`config.mk`:
```
export PLATFORM = sky130hd
export DESIGN_NAME = sample_accumulator_8bit
export DESIGN_NICKNAME = d
export VERILOG_FILES = /design/src/rtl/accum_pkg.sv /design/src/rtl/adder_8bit.sv /design/src/rtl/sample_accumulator_8bit.sv
export SDC_FILE = /design/constraint.sdc
export NUM_CORES = 1
export LEC_CHECK = 0
export CORE_MARGIN = 8
export CORE_UTILIZATION = 40
export CTS_BUF_LIST = sky130_fd_sc_hd__clkbuf_2
export DETAILED_ROUTE_END_ITERATION = 8
export PLACE_DENSITY = 0.73
export SYNTH_ARGS = -nofsm -noshare
export SYNTH_HDL_FRONTEND = slang
export SYNTH_SLANG_ARGS = --single-unit
```
`constraint.sdc`:
```
create_clock -name clk -period 3.5 [get_ports clk]
set_input_delay 0.875 -clock clk [delete_from_list [all_inputs] [get_ports clk]]
set_output_delay 0.875 -clock clk [all_outputs]
set_load 0.01 [all_outputs]
```
`src/rtl/accum_pkg.sv`:
```
// Shared types and widths for the sample accumulator and its adder.
package accum_pkg;
  localparam int DATA_WIDTH = 8;
  localparam int CNT_WIDTH  = 8;

  typedef enum logic [1:0] {
    IDLE,
    ACCUM,
    DONE
  } state_t;
endpackage

```
`src/rtl/adder_8bit.sv`:
```
// Plain 8-bit ripple-carry adder; the carry chain is the accumulator's critical path.
module adder_8bit
  import accum_pkg::*;
(
  input  logic [DATA_WIDTH-1:0] a,
  input  logic [DATA_WIDTH-1:0] b,
  input  logic                  carry_in,
  output logic [DATA_WIDTH-1:0] sum,
  output logic                  carry_out
);

  logic [DATA_WIDTH:0] c;

  always_comb begin
    c    = '0;
    sum  = '0;
    c[0] = carry_in;
    for (int i = 0; i < DATA_WIDTH; i++) begin
      sum[i]   = a[i] ^ b[i] ^ c[i];
      c[i+1]   = (a[i] & b[i]) | (c[i] & (a[i] ^ b[i]));
    end
    carry_out = c[DATA_WIDTH];
  end

endmodule

```
`src/rtl/sample_accumulator_8bit.sv`:
```
// Sums NUM_SAMPLES unsigned 8-bit samples through one adder_8bit and holds the
// wrapped sum plus a sticky carry flag on a valid/ready output until taken.
module sample_accumulator_8bit
  import accum_pkg::*;
#(
  parameter int NUM_SAMPLES = 4
) (
  input  logic                  clk,
  input  logic                  rst,
  input  logic                  clear,
  input  logic                  in_valid,
  input  logic [DATA_WIDTH-1:0] in_data,
  output logic                  in_ready,
  output logic                  out_valid,
  output logic [DATA_WIDTH-1:0] out_sum,
  output logic                  out_overflow,
  input  logic                  out_ready,
  output logic                  busy
);

  localparam logic [CNT_WIDTH-1:0] LAST_CNT = CNT_WIDTH'(NUM_SAMPLES - 1);

  state_t                state_q, state_d;
  logic [DATA_WIDTH-1:0] acc_q, acc_d;
  logic                  ovf_q, ovf_d;
  logic [CNT_WIDTH-1:0]  cnt_q, cnt_d;

  logic [DATA_WIDTH-1:0] add_sum;
  logic                  add_co;
  logic                  accept;

  adder_8bit u_adder (
    .a         (acc_q),
    .b         (in_data),
    .carry_in  (1'b0),
    .sum       (add_sum),
    .carry_out (add_co)
  );

  // DONE blocks input, so acceptance never depends on out_ready
  assign accept = in_valid && (state_q != DONE);

  always_comb begin
    state_d = state_q;
    acc_d   = acc_q;
    ovf_d   = ovf_q;
    cnt_d   = cnt_q;
    if (clear) begin
      state_d = IDLE;
      acc_d   = '0;
      ovf_d   = 1'b0;
      cnt_d   = '0;
    end else begin
      case (state_q)
        IDLE, ACCUM: begin
          if (accept) begin
            acc_d   = add_sum;
            ovf_d   = ovf_q | add_co;
            cnt_d   = cnt_q + CNT_WIDTH'(1);
            state_d = (cnt_q == LAST_CNT) ? DONE : ACCUM;
          end
        end
        DONE: begin
          if (out_ready) begin
            state_d = IDLE;
            acc_d   = '0;
            ovf_d   = 1'b0;
            cnt_d   = '0;
          end
        end
        default: begin
          state_d = IDLE;
          acc_d   = '0;
          ovf_d   = 1'b0;
          cnt_d   = '0;
        end
      endcase
    end
  end

  always_ff @(posedge clk) begin
    if (rst) begin
      state_q <= IDLE;
      acc_q   <= '0;
      ovf_q   <= 1'b0;
      cnt_q   <= '0;
    end else begin
      state_q <= state_d;
      acc_q   <= acc_d;
      ovf_q   <= ovf_d;
      cnt_q   <= cnt_d;
    end
  end

  assign in_ready     = (state_q != DONE);
  assign out_valid    = (state_q == DONE);
  assign busy         = (state_q != IDLE);
  assign out_sum      = acc_q;
  assign out_overflow = ovf_q;

endmodule

```
==> summary.json <==
{
  "run_status": {"value": "complete, no violations"},
  "critPathMostFrequentCell": {"value": "sky130_fd_sc_hd__fa_2"},
  "min_path_cells": {"value": 2},
  "power_density": {"value": 298.5, "unit": "nW/um2"},
  "die_width": {"value": 66.18, "unit": "um"},
  "startpoint_type": {"value": "input port"},
  "synth.area.mux_share": {"value": 0},
  "power.leakage": {"value": 0.0004581, "unit": "uW"},
  "post_synth_fa_ha_maj_area_fraction": {"value": 0.1640},
  "fillers": {"value": 255},
  "worstSetupPathType": {"value": "input port to register"},
  "postCtsSetupBuffers": {"value": 0},
  "syn_area_per_cell": {"value": 8.683, "unit": "um2"},
  "clk_root_buffer_cell": {"value": "sky130_fd_sc_hd__clkbuf_2"},
  "fin_nets": {"value": 163},
  "worst_pin_slew": {"value": 0.4805, "unit": "ns"},
  "netlist_instances": {"value": 116},
  "synth_area": {"value": 1007, "unit": "um2"},
  "ys_seq_area_frac": {"value": 0.3776},
  "grt_setup_unrepaired": {"value": "false"},
  "critPathSlowestCell": {"value": "sky130_fd_sc_hd__fa_1"},
  "relSlewSlack": {"value": 0.6783},
  "hold_viol_final": {"value": 0},
  "finalWeightedCongestion": {"value": 0.7546},
  "worst_ir_drop_vdd": {"value": 0.0002230, "unit": "V"},
  "synth-compound-area-share": {"value": 0.08696},
  "grt_pass1_vias": {"value": 908},
  "grt_max_degree": {"value": 14},
  "final_min_period_over_clock_period": {"value": 0.9673},
  "clock-sinks": {"value": 19},
  "parity_gate_share_of_the_synthesized_area_counting_xor_and_xnor_cells": {"value": 0.04348},
  "fin_skew": {"value": 0.01255, "unit": "ns"},
  "synth_top_family_by_area": {"value": "simple AND/OR/NAND/NOR gates"},
  "fin_tns_setup": {"value": 0, "unit": "ns"},
  "fp.dieH": {"value": 66.18, "unit": "um"},
  "ios": {"value": 25},
  "floorplan.initialDensity": {"value": 0.4141},
  "setup_viol": {"value": 0},
  "worst_path_arrival": {"value": 3.62, "unit": "ns"},
  "routed_wl": {"value": 2223, "unit": "um"},
  "dpl.hpwl": {"value": 1715, "unit": "um"},
  "average_via_count_per_standard_cell": {"value": 5.124},
  "flow.area_growth_from_synthesis": {"value": 29.32, "unit": "%"},
  "slew_violations": {"value": 0},
  "post_synth_num_cell_types": {"value": 26},
  "yosys_register_bits": {"value": 19},
  "post_drt_wl_per_cell": {"value": 13.08, "unit": "um"},
  "clkSlewWorstSetupHoldPaths": {"value": 0.19, "unit": "ns"},
  "p_total": {"value": 388.8, "unit": "uW"},
  "syn-num-nets": {"value": 138},
  "layout-drive-gt1-share": {"value": 0.1357},
  "instance_count_on_the_critical_path": {"value": 13},
  "final_critical_path_setup_slack": {"value": 0.1145, "unit": "ns"},
  "clk_path_buf_depth": {"value": 2},
  "rows": {"value": 18},
  "drt_pre_antenna_iters": {"value": 4},
  "critPathTopFamily": {"value": "adder cells"},
  "final_antenna_net_count": {"value": 0},
  "holdBufCountCts": {"value": 0},
  "synth_simple_gate_area_frac": {"value": 0.2621},
  "required_time_of_the_worst_setup_path": {"value": 3.73, "unit": "ns"},
  "insertion_delay": {"value": 0.32, "unit": "ns"},
  "worst_r2r_path_depth": {"value": 12},
  "diodes_inserted": {"value": 0},
  "cts_tree": {"value": "built"},
  "clock_tree.htree_level_count": {"value": 1},
  "yosys_synthesis_warning_count": {"value": 0},
  "place_ws": {"value": -0.6260, "unit": "ns"},
  "dr.first_iter.drc_count": {"value": 29},
  "maxClockFrequency": {"value": 295.4, "unit": "MHz"},
  "grt_ovf": {"value": 0},
  "cpPeakStageDelay": {"value": 0.39, "unit": "ns"},
  "detail_route.drc_violations": {"value": 0},
  "grt_antenna_before_repair": {"value": 0},
  "hp-class": {"value": "register to register"},
  "post-route-min-period": {"value": 3.385, "unit": "ns"},
  "grt_util_all_layers": {"value": 0.1118},
  "route.met2.wl": {"value": 1052, "unit": "um"},
  "m1WireLength": {"value": 987, "unit": "um"},
  "critical_path.max_fanout": {"value": 1},
  "crit_path_end_kind": {"value": "register"},
  "port_buffers": {"value": 24},
  "wire_length_of_the_first_global_routing_pass": {"value": 3898, "unit": "um"},
  "vias": {"value": 871},
  "die-area": {"value": 4380, "unit": "um2"},
  "met3WireLength": {"value": 139, "unit": "um"},
  "crit_buf_inv": {"value": 3},
  "floorplan.core_area": {"value": 2432, "unit": "um2"},
  "max_cap_viol_count": {"value": 0},
  "timing.critical_path.cells": {"value": "buf_2 > ha_2 > inv_2 > fa_2 > fa_2 > fa_2 > fa_2 > inv_2 > fa_2 > fa_2 > fa_1 > nand3_1 > a21oi_1"},
  "route.top_layer_used": {"value": "met4"},
  "numCtsBuffers": {"value": 3}
}
-- per-stage QoR --
step	utilization	cell area [um2]	std cells	hold WS [ns]
after floorplan	-	1012	116	0.4471
after global placement	0.5247	1276	166	0.4568
after detailed placement	0.5247	1276	166	0.4657
after CTS	0.5355	1303	170	0.4931
after global routing	0.5355	1303	170	0.5316
final	0.5355	1303	170	0.4906
-- layout make-up --
cell class,count,area (um2),share of cell area
clock buffers,3,15.01,0.01153
multi-input cells,80,578.1,0.4438
inverters,12,45.04,0.03458
clock inverters,1,5.005,0.003842
flip-flops and latches,19,380.4,0.2920
well taps,30,37.54,0.02882
repair buffers,25,241.5,0.1854
-- sequential cells by signal, indices dropped and copies added (netlist names) --
register	cells
state_q	2
out_sum	8
cnt_q	8
out_overflow	1
-- report_power, final --
part           internal, uW  switching (uW)
clock                  25.9            70.9
sequential              222            5.05
combinational          34.8            30.2
total                   283             106
-- final timing paths --
check / startpoint / end / slack [ns]
worst max-delay path: in_data[0] / out_sum[7] / 0.11
worst min-delay path: cnt_q[7] / cnt_q[7] / 0.49
worst max register to register: out_sum[0] / out_sum[7] / 0.32
worst min register to register: cnt_q[7] / cnt_q[7] / 0.49
-- placed cells by master (no fill, tap or decap), drive strengths merged --
cell type / count
dfxtp: 19
o21ai: 1
a31oi: 1
xnor2: 5
nand2b: 2
nor2: 15
a2111oi: 1
dlygate4sd2: 1
a21oi: 12
clkbuf: 3
nand3: 8
clkdlybuf4s50: 22
buf: 2
nor3b: 3
or4: 1
or2: 3
fa: 7
or4b: 1
inv: 12
clkinv: 1
o31ai: 1
nor4b: 2
nor4: 1
ha: 2
nor3: 6
nand4: 3
nand2: 5
-- worst min-delay path: cells and delay by family (launching register included) --
kind	cells	cell delay, ns
AO/OA/AOI/OAI	2	0.11
flip-flops	1	0.35
-- synthesized netlist by cell type --
cell type | count | area (um2)
sky130_fd_sc_hd__a2111oi_0 | 1 | 8.760
sky130_fd_sc_hd__nand2b_1 | 2 | 12.51
sky130_fd_sc_hd__o21ai_0 | 1 | 5.000
sky130_fd_sc_hd__a21oi_1 | 12 | 60.06
sky130_fd_sc_hd__or2_2 | 2 | 12.51
sky130_fd_sc_hd__o31ai_1 | 1 | 7.510
sky130_fd_sc_hd__nor3b_1 | 2 | 15.01
sky130_fd_sc_hd__a31oi_1 | 1 | 6.260
sky130_fd_sc_hd__ha_1 | 2 | 25.02
sky130_fd_sc_hd__fa_1 | 7 | 140.1
sky130_fd_sc_hd__dfxtp_1 | 19 | 380.4
sky130_fd_sc_hd__xnor2_1 | 5 | 43.79
sky130_fd_sc_hd__nor3_1 | 6 | 30.03
sky130_fd_sc_hd__nor3b_2 | 1 | 12.51
sky130_fd_sc_hd__buf_2 | 2 | 10.01
sky130_fd_sc_hd__nor4b_1 | 2 | 17.52
sky130_fd_sc_hd__clkbuf_1 | 3 | 11.26
sky130_fd_sc_hd__nor4_1 | 1 | 6.260
sky130_fd_sc_hd__or4_1 | 1 | 7.510
sky130_fd_sc_hd__or2_1 | 1 | 6.260
sky130_fd_sc_hd__nand3_1 | 8 | 40.04
sky130_fd_sc_hd__nand2_1 | 5 | 18.77
sky130_fd_sc_hd__or4b_1 | 1 | 10.01
sky130_fd_sc_hd__nor2_1 | 15 | 56.30
sky130_fd_sc_hd__inv_1 | 12 | 45.04
sky130_fd_sc_hd__nand4_1 | 3 | 18.77
-- timing repair --
item,in CTS,in global routing
pin swaps,9,1
setup endpoints to repair,2,1
resized for setup,12,0
-- cell families (layout without fill, tap and decap cells) --
family / Yosys count / count (layout)
fa+ha+maj: 9 / 9
flops: 19 / 19
xor+xnor: 5 / 5
compound gates: 16 / 16
buf+inv: 17 / 41
simple gates: 50 / 50
-- routing by layer --
metal  up-vias  track usage
li1        438            -
met5         -            0
met2        19       0.1785
met1       410       0.1331
met4         0      0.06400
met3         4      0.02712
No activity file was read; power rests on OpenSTA's default activity.
